--- src/rtl/vga_sync_decoder.sv ---
// Receive-side VGA timing recovery: rebuilds x/y/de from sync edges, checks line and
// frame periods, reports lock and produces a per-frame 16-bit pixel checksum.
module vga_sync_decoder #(
    parameter int H_DISP   = 640,
    parameter int H_FP     = 16,
    parameter int H_SYNC   = 96,
    parameter int H_TOTAL  = 800,
    parameter int V_DISP   = 480,
    parameter int V_FP     = 10,
    parameter int V_TOTAL  = 525,
    parameter int SYNC_POL = 1
) (
    input  logic        sys_clk,
    input  logic        sys_rst,
    input  logic        p_tick,
    input  logic        hsync,
    input  logic        vsync,
    input  logic [11:0] rgb,
    output logic        pix_valid,
    output logic        de,
    output logic [9:0]  x,
    output logic [9:0]  y,
    output logic [11:0] pix_rgb,
    output logic        locked,
    output logic        h_err,
    output logic        v_err,
    output logic        frame_done,
    output logic [15:0] frame_sum
);
    localparam logic        POL      = 1'(SYNC_POL);
    localparam logic [9:0]  H_DISP_C = 10'(H_DISP);
    localparam logic [9:0]  H_START  = 10'(H_DISP + H_FP);
    localparam logic [9:0]  H_LAST   = 10'(H_TOTAL - 1);
    localparam logic [10:0] H_TOT_C  = 11'(H_TOTAL);
    localparam logic [9:0]  V_DISP_C = 10'(V_DISP);
    localparam logic [9:0]  V_START  = 10'(V_DISP + V_FP);
    localparam logic [9:0]  V_LAST   = 10'(V_TOTAL - 1);
    localparam logic [9:0]  V_TOT_C  = 10'(V_TOTAL);

    if (H_DISP + H_FP + H_SYNC > H_TOTAL || V_DISP + V_FP >= V_TOTAL) begin : g_bad_timing
        $error("vga_sync_decoder: inconsistent timing parameters");
    end

    logic        hs_prev_q, hs_prev_d, vs_prev_q, vs_prev_d;
    logic [9:0]  hcount_q, hcount_d, vcount_q, vcount_d;
    logic [9:0]  tick_cnt_q, tick_cnt_d, line_cnt_q, line_cnt_d;
    logic [15:0] acc_q, acc_d, frame_sum_q, frame_sum_d;
    logic [1:0]  good_cnt_q, good_cnt_d;
    logic        h_first_q, h_first_d, v_first_q, v_first_d;
    logic        herr_seen_q, herr_seen_d;
    logic        pix_valid_q, pix_valid_d, de_q, de_d;
    logic [11:0] pix_rgb_q, pix_rgb_d;
    logic        locked_q, locked_d, h_err_q, h_err_d, v_err_q, v_err_d;
    logic        frame_done_q, frame_done_d;

    logic        hs_edge, vs_edge, h_wrap, frame_good, good_frame;
    logic [15:0] acc_sum;

    always_comb begin
        hs_prev_d    = hs_prev_q;
        vs_prev_d    = vs_prev_q;
        hcount_d     = hcount_q;
        vcount_d     = vcount_q;
        tick_cnt_d   = tick_cnt_q;
        line_cnt_d   = line_cnt_q;
        acc_d        = acc_q;
        frame_sum_d  = frame_sum_q;
        good_cnt_d   = good_cnt_q;
        h_first_d    = h_first_q;
        v_first_d    = v_first_q;
        herr_seen_d  = herr_seen_q;
        pix_valid_d  = 1'b0;
        de_d         = de_q;
        pix_rgb_d    = pix_rgb_q;
        locked_d     = locked_q;
        h_err_d      = 1'b0;
        v_err_d      = 1'b0;
        frame_done_d = 1'b0;
        hs_edge      = p_tick && (hsync == POL) && (hs_prev_q != POL);
        vs_edge      = p_tick && (vsync == POL) && (vs_prev_q != POL);
        h_wrap       = !hs_edge && (hcount_q == H_LAST);
        frame_good   = 1'b0;
        good_frame   = 1'b0;
        acc_sum      = acc_q;

        if (p_tick) begin
            hs_prev_d   = hsync;
            vs_prev_d   = vsync;
            pix_valid_d = 1'b1;

            if (hs_edge)     hcount_d = H_START;
            else if (h_wrap) hcount_d = '0;
            else             hcount_d = hcount_q + 10'd1;

            if (vs_edge)     vcount_d = V_START;
            else if (h_wrap) vcount_d = (vcount_q == V_LAST) ? '0 : vcount_q + 10'd1;

            // Line period: ticks since the previous edge, inclusive of this one.
            if (hs_edge) begin
                tick_cnt_d = '0;
                h_first_d  = 1'b0;
                h_err_d    = !h_first_q && (({1'b0, tick_cnt_q} + 11'd1) != H_TOT_C);
            end else if (tick_cnt_q != 10'd1023) begin
                tick_cnt_d = tick_cnt_q + 10'd1;
            end

            frame_good = (line_cnt_q == V_TOT_C) && !herr_seen_q && !h_err_d;
            if (vs_edge) begin
                line_cnt_d  = hs_edge ? 10'd1 : 10'd0;
                herr_seen_d = 1'b0;
                v_first_d   = 1'b0;
                v_err_d     = !v_first_q && !frame_good;
                good_frame  = !v_first_q && frame_good;
            end else begin
                if (hs_edge && line_cnt_q != 10'd1023) line_cnt_d = line_cnt_q + 10'd1;
                herr_seen_d = herr_seen_q | h_err_d;
            end

            if (h_err_d || v_err_d)                  good_cnt_d = '0;
            else if (good_frame && good_cnt_q != 2'd2) good_cnt_d = good_cnt_q + 2'd1;
            locked_d = (good_cnt_d == 2'd2);

            de_d      = (hcount_d < H_DISP_C) && (vcount_d < V_DISP_C);
            pix_rgb_d = rgb;
            acc_sum   = acc_q + (de_d ? {4'b0, rgb} : 16'd0);
            if (vs_edge) begin
                frame_sum_d  = acc_sum;
                acc_d        = '0;
                frame_done_d = 1'b1;
            end else begin
                acc_d = acc_sum;
            end
        end
    end

    always_ff @(posedge sys_clk) begin
        if (sys_rst) begin
            hs_prev_q    <= ~POL;
            vs_prev_q    <= ~POL;
            hcount_q     <= '0;
            vcount_q     <= '0;
            tick_cnt_q   <= '0;
            line_cnt_q   <= '0;
            acc_q        <= '0;
            frame_sum_q  <= '0;
            good_cnt_q   <= '0;
            h_first_q    <= 1'b1;
            v_first_q    <= 1'b1;
            herr_seen_q  <= 1'b0;
            pix_valid_q  <= 1'b0;
            de_q         <= 1'b0;
            pix_rgb_q    <= '0;
            locked_q     <= 1'b0;
            h_err_q      <= 1'b0;
            v_err_q      <= 1'b0;
            frame_done_q <= 1'b0;
        end else begin
            hs_prev_q    <= hs_prev_d;
            vs_prev_q    <= vs_prev_d;
            hcount_q     <= hcount_d;
            vcount_q     <= vcount_d;
            tick_cnt_q   <= tick_cnt_d;
            line_cnt_q   <= line_cnt_d;
            acc_q        <= acc_d;
            frame_sum_q  <= frame_sum_d;
            good_cnt_q   <= good_cnt_d;
            h_first_q    <= h_first_d;
            v_first_q    <= v_first_d;
            herr_seen_q  <= herr_seen_d;
            pix_valid_q  <= pix_valid_d;
            de_q         <= de_d;
            pix_rgb_q    <= pix_rgb_d;
            locked_q     <= locked_d;
            h_err_q      <= h_err_d;
            v_err_q      <= v_err_d;
            frame_done_q <= frame_done_d;
        end
    end

    assign pix_valid  = pix_valid_q;
    assign de         = de_q;
    assign x          = hcount_q;
    assign y          = vcount_q;
    assign pix_rgb    = pix_rgb_q;
    assign locked     = locked_q;
    assign h_err      = h_err_q;
    assign v_err      = v_err_q;
    assign frame_done = frame_done_q;
    assign frame_sum  = frame_sum_q;
endmodule

--- config.mk ---
export PLATFORM = sky130hd
export DESIGN_NAME = vga_sync_decoder
export DESIGN_NICKNAME = d
export VERILOG_FILES = /design/src/rtl/vga_sync_decoder.sv
export SDC_FILE = /design/constraint.sdc
export NUM_CORES = 1
export LEC_CHECK = 0
export CORE_UTILIZATION = 50
export CTS_BUF_LIST = sky130_fd_sc_hd__clkbuf_16
export CTS_CLUSTER_SIZE = 12
export DETAILED_ROUTE_END_ITERATION = 12
export GPL_ROUTABILITY_DRIVEN = 0
export GPL_TIMING_DRIVEN = 0
export PLACE_DENSITY = 0.79
export SLEW_MARGIN = 30
export SYNTH_ARGS = -nofsm -noshare
export SYNTH_HDL_FRONTEND = slang
export SYNTH_SLANG_ARGS = --single-unit
--- constraint.sdc ---
create_clock -name sys_clk -period 5.4 [get_ports sys_clk]
set_input_delay 1.08 -clock sys_clk [delete_from_list [all_inputs] [get_ports sys_clk]]
set_output_delay 1.08 -clock sys_clk [all_outputs]
set_load 0.05 [all_outputs]
---- Word-level counts from Yosys, hierarchy flattened ----
Index checks and enable logic that the tools add are counted.
word-level totals
  flip-flop bits (word level) ............. 97
  bits of input ports ..................... 17
  word-level logic and storage cells ...... 93
operators by class
  $add $sub $neg .......................... 7
  order comparisons ....................... 2
  equal/unequal tests ..................... 8
  mux-type cells .......................... 26
  bitwise logic cells ..................... 4
  reductions and logical operators ........ 27
operators with widths
  cell                                                                    number
  10-bit two-way mux                                                      11
  10-bit by 1-bit adder with 10-bit output (second input constant)        4
  10-bit equality test (second input constant)                            3
  10-bit != test (second input constant)                                  2
  16-bit by 12-bit adder with 16-bit output                               1
  16-bit two-way mux                                                      1
  1-bit logical AND                                                       13
  12-bit two-way mux                                                      1
  10-bit by 1-bit adder with 11-bit output (second input constant)        1
  11-bit by 10-bit != test with 1-bit output (second input constant)      1
  10-bit < comparator (second input constant)                             1
  10-bit by 9-bit < comparator with 1-bit output (second input constant)  1
  1-bit two-way mux                                                       10
  2-bit AND reduction                                                     4
  1-bit logical NOT                                                       6
  2-bit two-way mux                                                       3
  2-bit nonzero test                                                      2
  1-bit NOT                                                               3
  2-bit by 1-bit adder with 2-bit output (second input constant)          1
  2-bit equality test (second input constant)                             1
  2-bit != test (second input constant)                                   1
  2-bit OR reduction                                                      1
  1-bit logical OR                                                        1
  1-bit bitwise OR                                                        1

---- Longest topological paths before layout ----
Gate-level depths: netlist of run 1.
  depth in word-level cells ............... 15
  mapped depth ............................ 19
  gate-level depth less buffers ........... 18

---- Worst setup path before layout of run 1 ----
OpenSTA, ideal clock, no wires.
  path type ............................... input port to flip-flop
  from .................................... input p_tick
  to ...................................... register frame_sum_q[14], in the netlist frame_sum[14]
  setup time .............................. 0.137 ns
  arrival time ............................ 4.348 ns
  slack ................................... 0.916 ns
  stages .................................. 19
  cell sequence ........................... buf_6 nand3b_4 nand4_2 buf_6 nor4_4 a21oi_2 nor4_4 nor2_2 buf_6 and2_4 ha_1 fa_1 a21o_1 a21oi_1 o21ai_0 a41o_1 nand3_1 xor2_1 a211oi_1
between the ends
  word-level cells in the longest chain between the ends .. 11
  elaborated cells between the ends (all ways) .. 18
  classes of those cells .................. 1 x add/sub; 2 x order compare; 7 x mux; 8 x reduce/logical
ends and longest elaborated chain
  element                                                                                line    source
  from (decl)                                                                            15      input logic p_tick,
  1-bit logical AND (2 in a row)                                                         79      hs_edge = p_tick && (hsync == POL) && (hs_prev_q != POL);
  1-bit logical NOT                                                                      81      h_wrap = !hs_edge && (hcount_q == H_LAST);
  1-bit logical AND                                                                      81
  10-bit two-way mux (on tied branches)                                                  92, 96
  10-bit two-way mux (on tied branches)                                                  91, 95
  10-bit two-way mux                                                                     86      if (p_tick) begin
  10-bit < comparator or 10-bit by 9-bit < comparator with 1-bit output (tied branches)  123     de_d = (hcount_d < H_DISP_C) && (vcount_d < V_DISP_C);
  1-bit logical AND                                                                      123
  12-bit two-way mux                                                                     125     acc_sum = acc_q + (de_d ? {4'b0, rgb} : 16'd0);
  16-bit by 12-bit adder with 16-bit output                                              125
  to (signal assigned)                                                                   165     frame_sum_q <= frame_sum_d;
  to (decl)                                                                              47      logic [15:0] acc_q, acc_d, frame_sum_q, frame_sum_d;
Several ways; a longest one is shown, not always the timed one. The select of a mux whose other input is x is not followed.
A chain may end at the register's enable or synchronous reset.

---- Worst setup path in the final report of run 1 ----
  from .................................... input hsync
  to ...................................... register frame_sum_q[14], in the netlist frame_sum[14]
between the ends
  word-level cells in the longest chain between the ends .. 11
  elaborated cells between the ends (all ways) .. 15
  classes of those cells .................. 1 x add/sub; 2 x order compare; 7 x mux; 5 x reduce/logical
ends and longest elaborated chain
  element                                                                                line    source
  from (decl)                                                                            16      input logic hsync,
  1-bit logical AND (*) (2 in a row)                                                     79
  1-bit logical NOT                                                                      81
  1-bit logical AND                                                                      81
  10-bit two-way mux (on tied branches)                                                  92, 96
  10-bit two-way mux (on tied branches)                                                  91, 95
  10-bit two-way mux                                                                     86
  10-bit < comparator or 10-bit by 9-bit < comparator with 1-bit output (tied branches)  123
  1-bit logical AND (*)                                                                  123
  12-bit two-way mux (*)                                                                 125
  16-bit by 12-bit adder with 16-bit output (*)                                          125
Every way passes the cells marked *; elsewhere a longest branch is shown, timed or not. The select of a mux whose other input is x is not followed.

==> key figures, run 1 <==
Outcome
  – Outcome: finished, final reports clean

Synthesis
  – Mapped Cells: between 600 and 700
  – Synthesized area: a little over 5000 um2
  – Post-synth EDFFs: 0
  – Number of synthesized register bits: 97
  – Mapped Avg Cell Area: roughly 8.5 um2
  – Async S/R FF share, synth: 0
  – Cell variety after synth: slightly below 70
  – Sequential fraction of the synthesis area: 0.380
  – Syn nets: between 600 and 700
  – Ys Warns: 0
  – Ys flop type: dfxtp_1

Worst setup path
  – CP endpoint kind: flop
  – Critical path type: in -> reg
  – Setup slack, reg-to-reg: ~0.89 ns
  – Arrival time worst endpoint: between 5 and 6 ns
  – R2r startpoint: x[0]
  – R2r endpoint: frame_sum[14]
  – Crit path launch: hsync
  – CP endpoint: frame_sum[14]
  – Setup crit start kind: input port
  – Critical Path Fanout Max: 10
  – Worst path required time: between 5 and 6 ns
  – Reg2Reg Depth: 19

Global routing
  – Pin count of the biggest net entering global routing: 16
  – Initial antenna violation count: 0
  – First-pass GRT wire length: 22.1 mm
  – Remaining Overflow, GRT: 0
  – Vias in the first global route: between 4,000 and 5,000
  – GRT Util Overall: 0.271

Power and ir drop
  – Leakage: roughly 2.4 nW
  – VDD IR max: 129 uV
  – Overall Power: between 0.0015 and 0.002 W
  – Power density over cell area: 272 nW/um2

Cells and area
  – Fill cells: around 850
  – Fin area: 6260 um2
  – Nets@finish: 719
  – Layout cells sized above 1: 0.0699
  – Most frequent cells in the layout: dfxtp_1 (97), clkdlybuf4s50_1 (69), nor2_1 (67)
  – N_diodes: 0
  – Most common cell after layout, fill and taps aside: dfxtp_1
  – Area Growth Syn to Fin: 22.4%

Detailed routing
  – Via Count: 4,836
  – Routed WL: between 10 and 15 mm
  – Vias per cell: between 5 and 6
  – Remaining DRCs: 0
  – Final ANT Viol Nets: 0
  – DRT Pass-1 Iters: 5
  – DR iter-0 viols: 289
  – WL/cell: 16.8 um

Placement
  – HPWL Detailed: a little under 10 mm
  – DP Area: roughly 6000 um2
  – Port buffer count: just under 70
  – DP Worst Slack: about 0.037 ns

CTS
  – Htree depth: 3
  – Num CTS Buffers: 9
  – Post-CTS Hold Buffers: 0
  – Clk buf depth: 2
  – # clock sinks: a little under 100
  – Clock Root Buffer: clkbuf_16
  – Worst-path clk slew: 0.07 ns
  – Post-cts resize count: 0
  – CTS tree: built
  – Setup Buffers After CTS: 0
  – Clk_lat worst skew: 0.34 ns

Timing
  – Final setup fails: 0
  – Total Neg Setup Slack: 0 ns
  – Final hold viol count: 0
  – Slew of the pin with the lowest slew margin: around 0.8 ns
  – Setup ws final: around 0.35 ns
  – Fin crit share: 0.935
  – Max-slew headroom: 0.477
  – FMAX: between 0.15 and 0.2 GHz
  – Fin. max-slew vios: 0
  – Worst clock skew: between 0.007 and 0.008 ns
  – Final min period: 5.05 ns
  – RSZ-0062 raised after global routing: no

Die
  – Die Ht: between 100 and 150 um
  – Die X: between 100 and 150 um
  – Total I/O pin count: 71
  – DIE AREA: roughly 11,000 um2
  – Core Rows: 36
  – Starting Density: 0.521
  – Core area: 9820 um2

Run
  – Max-Cap Viols: 0

Min path
  – Hold Path Class: reg -> reg
==> kinds of logic after synthesis <==
logic type	count (synthesis)	share of synthesized area
simple gates	245	0.265
fa+ha+maj	20	0.0504
compound gates	143	0.174
mux	15	0.0294
buf+inv	49	0.0436
flops	97	0.380
xor+xnor	33	0.0580
==> per-stage QoR <==
step,hold WS [ns],std cells,util
after floorplan,0.427,602,-
after global placement,0.443,804,0.608
after detailed placement,0.449,804,0.608
after CTS,0.460,820,0.637
after global routing,0.479,820,0.637
final,0.464,820,0.637
==> where the power goes <==
| part | leakage (nW) | switching, W | internal (W) |
|---|---|---|---|
| clock network | 0.146 | 0.000271 | 0.000355 |
| registers | 0.791 | 0.0000249 | 0.000745 |
| logic | 1.42 | 0.000196 | 0.000111 |
==> state kept, by name, indices dropped and copies added, names as in the netlist, 2 cells and up <==
name        cells
tick_cnt_q     10
line_cnt_q     10
frame_sum      16
pix_rgb        12
x              10
y              10
acc_q          16
good_cnt_q      2
==> worst max-delay path: stages <==
cell	delay, ns
clkdlybuf4s50_1	0.51
nand3b_4	0.20
nand4_2	0.18
buf_6	0.20
nor4_4	0.27
a21oi_2	0.07
nor4_4	0.31
nor2_2	0.09
buf_6	0.15
and2_4	0.15
ha_1	0.21
fa_1	0.41
a21o_1	0.17
a21oi_1	0.27
o21ai_0	0.23
a41o_1	0.36
nand3_1	0.12
xor2_1	0.07
a211oi_1	0.23
==> layer usage <==
metal	part of all wire	up-vias	track usage
met1	0.44	2336	0.348
met4	0.022	0	0.105
li1	-	2304	-
met5	0	-	0
met3	0.061	27	0.0373
met2	0.48	169	0.459
==> worst min path at each step <==
stage / start / end / slack (ns) / cells after the start
after floorplan: h_first_q / h_err / 0.43 / 1
after global placement: acc_q[0] / acc_q[0] / 0.44 / 2
after detailed placement: frame_sum[3] / frame_sum[3] / 0.45 / 2
after CTS: acc_q[0] / acc_q[0] / 0.46 / 2
after global routing: frame_sum[3] / frame_sum[3] / 0.48 / 2
final: frame_sum[3] / frame_sum[3] / 0.46 / 2
==> synthesized netlist by cell type, drive strengths merged, types with 7 or more instances <==
| master | n | area share |
|---|---|---|
| dfxtp | 97 | 0.38 |
| nor2 | 68 | 0.050 |
| a21oi | 53 | 0.053 |
| nand2 | 51 | 0.037 |
| o21ai | 34 | 0.033 |
| nand3 | 26 | 0.025 |
| clkbuf | 25 | 0.018 |
| ha | 19 | 0.047 |
| and2 | 17 | 0.026 |
| inv | 17 | 0.012 |
| nor3 | 17 | 0.018 |
| xnor2 | 17 | 0.031 |
| xor2 | 16 | 0.027 |
| mux2i | 15 | 0.029 |
| nand4 | 12 | 0.016 |
| a211oi | 11 | 0.016 |
| a21o | 9 | 0.013 |
| and3 | 9 | 0.011 |
| buf | 7 | 0.013 |
| or3 | 7 | 0.0098 |
==> final cells by class <==
type                       instances  area, um2  area share
inverter                          17       63.8      0.0102
clock inverter                     7       62.6      0.0100
clock buffer                       9        225      0.0360
timing repair buffer              69        691       0.110
multi-input combinational        456       2950       0.471
tap                              133        166      0.0266
buffer                            32        159      0.0254
sequential                        97       1940       0.310
Power figures use the tool's default switching activity.
==> inputs of run 2 (changes only) <==
--- a/config.mk
+++ b/config.mk
@@ -5,13 +5,14 @@
 export SDC_FILE = /design/constraint.sdc
 export NUM_CORES = 1
 export LEC_CHECK = 0
-export CORE_UTILIZATION = 50
+export ABC_CLOCK_PERIOD_IN_PS = 5400
+export CORE_UTILIZATION = 51
 export CTS_BUF_LIST = sky130_fd_sc_hd__clkbuf_16
 export CTS_CLUSTER_SIZE = 12
 export DETAILED_ROUTE_END_ITERATION = 12
 export GPL_ROUTABILITY_DRIVEN = 0
 export GPL_TIMING_DRIVEN = 0
-export PLACE_DENSITY = 0.79
+export PLACE_DENSITY = 0.8
 export SLEW_MARGIN = 30
 export SYNTH_ARGS = -nofsm -noshare
 export SYNTH_HDL_FRONTEND = slang
==> run 2 against run 1 <==
Compared with the run above:
- hold slack worse by 0.0054 ns
- highest routed layer unchanged
- combinational power is essentially flat
- sequential cell count did not move
- largest power group unchanged
- via count shrank 0.77%
- die area fell by 1.9%
- power grew 2.0%
- setup slack gained 0.0045 ns
==> key figures, run 2 (same netlist as run 1, synthesis figures left out) <==
Placement
  – DP Worst Slack: 0.0865 ns (+0.0499 ns)
  – HPWL Detailed: 9.75 mm (-0.26%)
  – Port buffer count: 69 (unchanged)

Power and ir drop
  – Sw Share: 0.279 (-0.0103)
  – Cell Int Power: 0.00125 W (+3.5%)
  – Clock Power Share: 0.381 (+0.013)
  – Seq pwr share: 0.444 (-0.008)
  – Comb pwr share: 0.175 (-0.005)
  – Power density over cell area: 277 nW/um2 (+1.8%)
  – Sw Pwr: 0.000484 W (-1.6%)
  – VDD IR max: 198 uV (+54%)
  – Leakage: 2.37 nW (+0.27%)

Global routing
  – GRT Util Overall: 0.277 (+0.00660)
  – First-pass GRT wire length: 22.3 mm (+0.97%)
  – Vias in the first global route: 4,541 (-0.13%)
  – Remaining Overflow, GRT: 0 (unchanged)
  – Pin count of the biggest net entering global routing: 15 (-1)
  – Initial antenna violation count: 0 (unchanged)

Detailed routing
  – Remaining DRCs: 0 (unchanged)
  – Final ANT Viol Nets: 0 (unchanged)
  – Via Count: 4,799 (-0.77%)
  – DR iter-0 viols: 405 (+40%)
  – DRT Pass-1 Iters: 5 (unchanged)
  – Vias per cell: 5.87 (-0.52%)
  – WL/cell: 16.5 um (-1.4%)
  – Routed WL: 13.5 mm (-1.7%)

Die
  – Die Ht: 102 um (-0.97%)
  – Core Rows: 36 (unchanged)
  – Core area: 9730 um2 (-0.92%)
  – DIE AREA: 10,400 um2 (-1.9%)
  – Starting Density: 0.525 (+0.00482)
  – Die X: 102 um (-0.97%)
  – Total I/O pin count: 71 (unchanged)

Worst setup path
  – Setup crit start kind: input port
  – Critical Path Fanout Max: 10 (unchanged)
  – CP Cell Sequence: clkdlybuf4s50_1, nand3b_4, nand4_2, buf_6, nor4_4, a21oi_2, nor4_4, nor2_2, buf_6, and2_4, ha_1, fa_1, a21o_1, a21oi_1, o21ai_0, a41o_1, nand3_1, xor2_1, a211oi_1
  – Arrival time worst endpoint: 5.24 ns (-0.06 ns)
  – CP endpoint kind: flop
  – Critical path's slowest cell: clkdlybuf4s50_1
  – Critical path type: in -> reg
  – WP buf/inv: 3 (unchanged)
  – Crit-path max cell delay: 0.50 ns (about the same)
  – Worst path required time: 5.60 ns (-0.05 ns)
  – Crit-path leading delay family: simple AND/OR/NAND/NOR gates

Timing
  – Worst clock skew: 0.00818 ns (+0.000955 ns)
  – Fin. max-slew vios: 0 (unchanged)
  – Total Neg Setup Slack: 0 ns (unchanged)
  – Max-slew headroom: 0.506 (+0.0288)
  – RSZ-0062 raised after global routing: no
  – Fin crit share: 0.935 (about the same)
  – Final min period: 5.05 ns (-0.00451 ns)
  – Setup ws final: 0.353 ns (+0.00451 ns)
  – Final setup fails: 0 (unchanged)
  – Final hold viol count: 0 (unchanged)
  – FMAX: 0.198 GHz (about the same)
  – Slew of the pin with the lowest slew margin: 0.741 ns (-0.0432 ns)

Cells and area
  – N_diodes: 0 (unchanged)
  – Layout cells sized above 1: 0.0701 (+0.000204)
  – Nets@finish: 719 (unchanged)
  – Most frequent cells in the layout: dfxtp_1 (97), clkdlybuf4s50_1 (69), nor2_1 (67)
  – Most common cell after layout, fill and taps aside: dfxtp_1
  – Area Growth Syn to Fin: 22.6%

CTS
  – # clock sinks: 97 (unchanged)
  – Worst-path clk slew: 0.06 ns (about the same)
  – Num CTS Buffers: 9 (unchanged)
  – Htree depth: 3 (unchanged)
  – Clk_lat worst skew: 0.35 ns (about the same)
  – Clock Root Buffer: clkbuf_16
  – Setup Buffers After CTS: 0 (unchanged)
  – CTS tree: built
  – Post-cts resize count: 0 (unchanged)
  – Post-CTS Hold Buffers: 0 (unchanged)
  – Clk buf depth: 2 (unchanged)

Min path
  – Hold Path Class: reg -> reg

Run
  – Max-Cap Viols: 0 (unchanged)

Outcome
  – Outcome: finished, final reports clean
[run 2: cell count changes in the layout (fill, tap and decap cells not counted)]
cell / before / now
bufinv_16: 1 / 2
clkinv_1: 1 / 0
clkinv_2: 1 / 2
clkinvlp_4: 1 / 0
inv_1: 19 / 18
inv_6: 1 / 0
[run 2: worst register-to-register path: stages (launching register included)]
cell	delay, ns
dfxtp_1	0.41
ha_1	0.24
and4_2	0.28
nand4_2	0.16
buf_6	0.19
nor4_4	0.28
a21oi_2	0.09
nor4_4	0.30
nor2_2	0.09
buf_6	0.15
and2_4	0.15
ha_1	0.19
fa_1	0.40
a21o_1	0.18
a21oi_1	0.28
o21ai_0	0.25
a41o_1	0.38
nand3_1	0.13
xor2_1	0.16
a211oi_1	0.09
[run 2: layout make-up]
class	count	area, um2
Clock inverter	5	73.8
Sequential cell	97	1940
Tap cell	133	166
Clock buffer	9	225
Buffer	32	159
Inverter	17	63.8
Multi-Input combinational cell	456	2950
Fill cell	829	3460
Timing Repair Buffer	69	691
[run 2: through the flow]
stage               cell area (um2)  hold slack [ns]  utilization  cells  total power, W
detailed placement             5970            0.448        0.613    804         0.00109
floorplan                      5110            0.427            -    602        0.000988
CTS                            6270            0.461        0.644    818         0.00174
global route                   6270            0.476        0.644    818         0.00180
finish                         6270            0.458        0.644    818         0.00174
global placement               5970            0.443        0.613    804         0.00108
[run 2: power groups by stage]
stage	combinational (W)	clock, W	sequential [W]
after detailed placement	0.000300	0	0.000786
after global placement	0.000293	0	0.000785
final	0.000304	0.000663	0.000771
after global routing	0.000325	0.000698	0.000774
after CTS	0.000302	0.000668	0.000770
after floorplan	0.000141	0	0.000847
[run 2: routing by layer]
layer  part of all wire  track usage  vias to the layer above
met5                  0            0                        -
met4              0.032        0.115                        0
met3              0.061       0.0520                       37
met2               0.47        0.450                      185
met1               0.43        0.362                     2277
li1                   -            -                     2300
[run 2: path summary, 6_finish.rpt]
kind,from,endpoint,slack (ns),cells past startpoint
worst min register to register,acc_q[0],acc_q[0],0.46,2
worst max-delay path,hsync,frame_sum[14],0.35,19
worst max register to register,x[0],frame_sum[14],0.85,19
worst min-delay path,acc_q[0],acc_q[0],0.46,2
==> inputs of run 3 (changes only) <==
--- a/config.mk
+++ b/config.mk
@@ -6,13 +6,14 @@
 export NUM_CORES = 1
 export LEC_CHECK = 0
 export ABC_CLOCK_PERIOD_IN_PS = 5400
-export CORE_UTILIZATION = 51
+export CORE_UTILIZATION = 55
 export CTS_BUF_LIST = sky130_fd_sc_hd__clkbuf_16
 export CTS_CLUSTER_SIZE = 12
 export DETAILED_ROUTE_END_ITERATION = 12
 export GPL_ROUTABILITY_DRIVEN = 0
 export GPL_TIMING_DRIVEN = 0
-export PLACE_DENSITY = 0.8
+export MAX_ROUTING_LAYER = met4
+export PLACE_DENSITY = 0.85
 export SLEW_MARGIN = 30
 export SYNTH_ARGS = -nofsm -noshare
 export SYNTH_HDL_FRONTEND = slang
==> run 3 against run 2 <==
Compared with the run above:
- cell count fell by 2.8%
- sequential power barely moved
- largest power group unchanged
- via count rose by 2.5%
- die area fell by 7.1%
- sequential share of layout area rose by 0.26 points
- setup slack got worse by 0.075 ns
- wire length rose by 3.9%
- maximum frequency fell by 1.5%
- critical endpoint is now acc_q[10]
- combinational power rose by 2%
==> key figures, run 3 (same netlist as run 1, synthesis figures left out) <==
Min path
  – Hold Path Class: reg -> reg
  – Hold Path Depth: 2 (unchanged)
  – Hold Crit Start: frame_sum[10]
  – Hold EP: frame_sum[10]

Worst setup path
  – Arrival time worst endpoint: 5.40 ns (+0.16 ns)
  – Critical path's slowest cell: clkdlybuf4s50_1
  – Worst path required time: 5.67 ns (+0.07 ns)
  – CP endpoint kind: flop
  – R2r startpoint: x[0]
  – Critical Path Fanout Max: 10 (unchanged)
  – Crit-path max cell delay: 0.50 ns (about the same)
  – R2r endpoint: acc_q[10]
  – CP Cell Sequence: clkdlybuf4s50_1, nand3b_4, nand4_2, buf_6, nor4_4, a21oi_2, nor4_4, nor2_2, buf_6, and2_4, ha_1, fa_1, a21o_1, a21oi_1, o21ai_0, a41oi_1, xnor2_1, nand3_1, a21oi_1
  – Critical path type: in -> reg
  – Setup slack, reg-to-reg: 0.78 ns (-0.07 ns)
  – Reg2Reg Depth: 19 (unchanged)
  – Setup crit start kind: input port

Placement
  – DP Worst Slack: -0.0190 ns (-0.105 ns)
  – Port buffer count: 69 (unchanged)
  – HPWL Detailed: 9.88 mm (+1.4%)

Timing
  – Fin. max-slew vios: 0 (unchanged)
  – FMAX: 0.195 GHz (-1.5%)
  – Worst clock skew: 0.0110 ns (+0.00285 ns)
  – Fin crit share: 0.949 (+0.0139)
  – Max-slew headroom: 0.488 (-0.0183)
  – RSZ-0062 raised after global routing: no
  – Setup ws final: 0.278 ns (-0.0751 ns)
  – Final min period: 5.12 ns (+0.0751 ns)
  – Final setup fails: 0 (unchanged)
  – Slew of the pin with the lowest slew margin: 0.768 ns (+0.0275 ns)
  – Final hold viol count: 0 (unchanged)

Die
  – DIE AREA: 9680 um2 (-7.1%)
  – Starting Density: 0.578 (+0.0523)
  – Total I/O pin count: 71 (unchanged)
  – Die Ht: 98.4 um (-3.6%)
  – Core area: 8850 um2 (-9.1%)
  – Die X: 98.4 um (-3.6%)
  – Core Rows: 34 (-5.6%)

CTS
  – Post-CTS Hold Buffers: 0 (unchanged)
  – # clock sinks: 97 (unchanged)
  – Clk buf depth: 2 (unchanged)
  – Num CTS Buffers: 9 (unchanged)
  – Setup Buffers After CTS: 0 (unchanged)
  – Clk_lat worst skew: 0.35 ns (about the same)
  – CTS tree: built
  – Worst-path clk slew: 0.07 ns (about the same)
  – Htree depth: 3 (unchanged)
  – Clock Root Buffer: clkbuf_16
  – Post-cts resize count: 0 (unchanged)

Detailed routing
  – DR iter-0 viols: 296 (-27%)
  – Routed WL: 14.1 mm (+3.9%)
  – Remaining DRCs: 0 (unchanged)
  – Final ANT Viol Nets: 0 (unchanged)
  – DRT Pass-1 Iters: 7 (+2)
  – Vias per cell: 6.19 (+5.4%)
  – WL/cell: 17.7 um (+7.0%)
  – Via Count: 4,918 (+2.5%)

Power and ir drop
  – Power density over cell area: 273 nW/um2 (-1.6%)
  – Overall Power: 0.00170 W (-2.4%)
  – VDD IR max: 165 uV (-17%)
  – Leakage: 2.35 nW (-0.71%)

Cells and area
  – Layout cells sized above 1: 0.0728 (+0.00271)
  – N_diodes: 0 (unchanged)
  – Nets@finish: 719 (unchanged)
  – Fill cells: 686 (-17%)
  – Fin util: 0.702 (+0.0582)
  – Most frequent cells in the layout: dfxtp_1 (97), clkdlybuf4s50_1 (69), nor2_1 (67)
  – Area Growth Syn to Fin: 21.6%
  – Most common cell after layout, fill and taps aside: dfxtp_1

Global routing
  – GRT Util Overall: 0.306 (+0.0289)
  – Remaining Overflow, GRT: 0 (unchanged)
  – Vias in the first global route: 4,810 (+5.9%)
  – Pin count of the biggest net entering global routing: 18 (+3)
  – First-pass GRT wire length: 22.9 mm (+2.6%)
  – Initial antenna violation count: 0 (unchanged)

Run
  – Max-Cap Viols: 0 (unchanged)

Outcome
  – Outcome: finished, final reports clean
[run 3: cell count changes in the layout (fill, tap and decap cells not counted), sizes merged]
cell | previous run | this run
bufinv | 2 | 0
inv | 18 | 21
clkinv | 2 | 1
clkinvlp | 0 | 2
[run 3: power breakdown]
group          switching [W]  internal [W]
Sequential         0.0000265      0.000745
Combinational       0.000198      0.000111
Clock               0.000298      0.000317
[run 3: per-layer routing]
metal | vias to the layer above | global-route usage | wire [um]
li1 | 2305 | - | -
met5 | - | - | 0
met1 | 2329 | 0.366 | 5640
met4 | 0 | 0.119 | 403
met2 | 240 | 0.507 | 6870
met3 | 44 | 0.0608 | 1160
[run 3: metrics by stage]
step	hold WS [ns]	TNS [ns]	instances	area, um2
after floorplan	0.427	0	602	5110
after global placement	0.444	0	779	5940
after detailed placement	0.451	-0.0229	779	5940
after CTS	0.461	0	795	6210
after global routing	0.488	0	795	6210
final	0.460	0	795	6210
[run 3: worst max-delay path by stage]
stage,startpoint,to,depth (start not counted)
6_report,hsync,acc_q[10],19
5_1_grt,hsync,acc_q[10],19
4_1_cts,hsync,frame_sum[14],19
3_5_place_dp,hsync,frame_sum[14],19
3_3_place_gp,hsync,frame_sum[14],19
2_1_floorplan,p_tick,frame_sum[14],19
[run 3: worst max-delay path, delay by kind of cell]
| kind | cells | cell delay, ns |
|---|---|---|
| fa+ha+maj | 2 | 0.63 |
| buf+inv | 3 | 0.85 |
| compound gates | 6 | 1.30 |
| xor+xnor | 1 | 0.20 |
| simple gates | 7 | 1.32 |
[run 3: layout make-up]
type,count,area [um2],share of cell area
clock buffers,9,225,0.0362
clock inverters,7,52.6,0.00846
inverters,17,63.8,0.0103
plain buffers,32,159,0.0256
flip-flops and latches,97,1940,0.312
repair buffers,69,691,0.111
well taps,108,135,0.0217
multi-input cells,456,2950,0.474
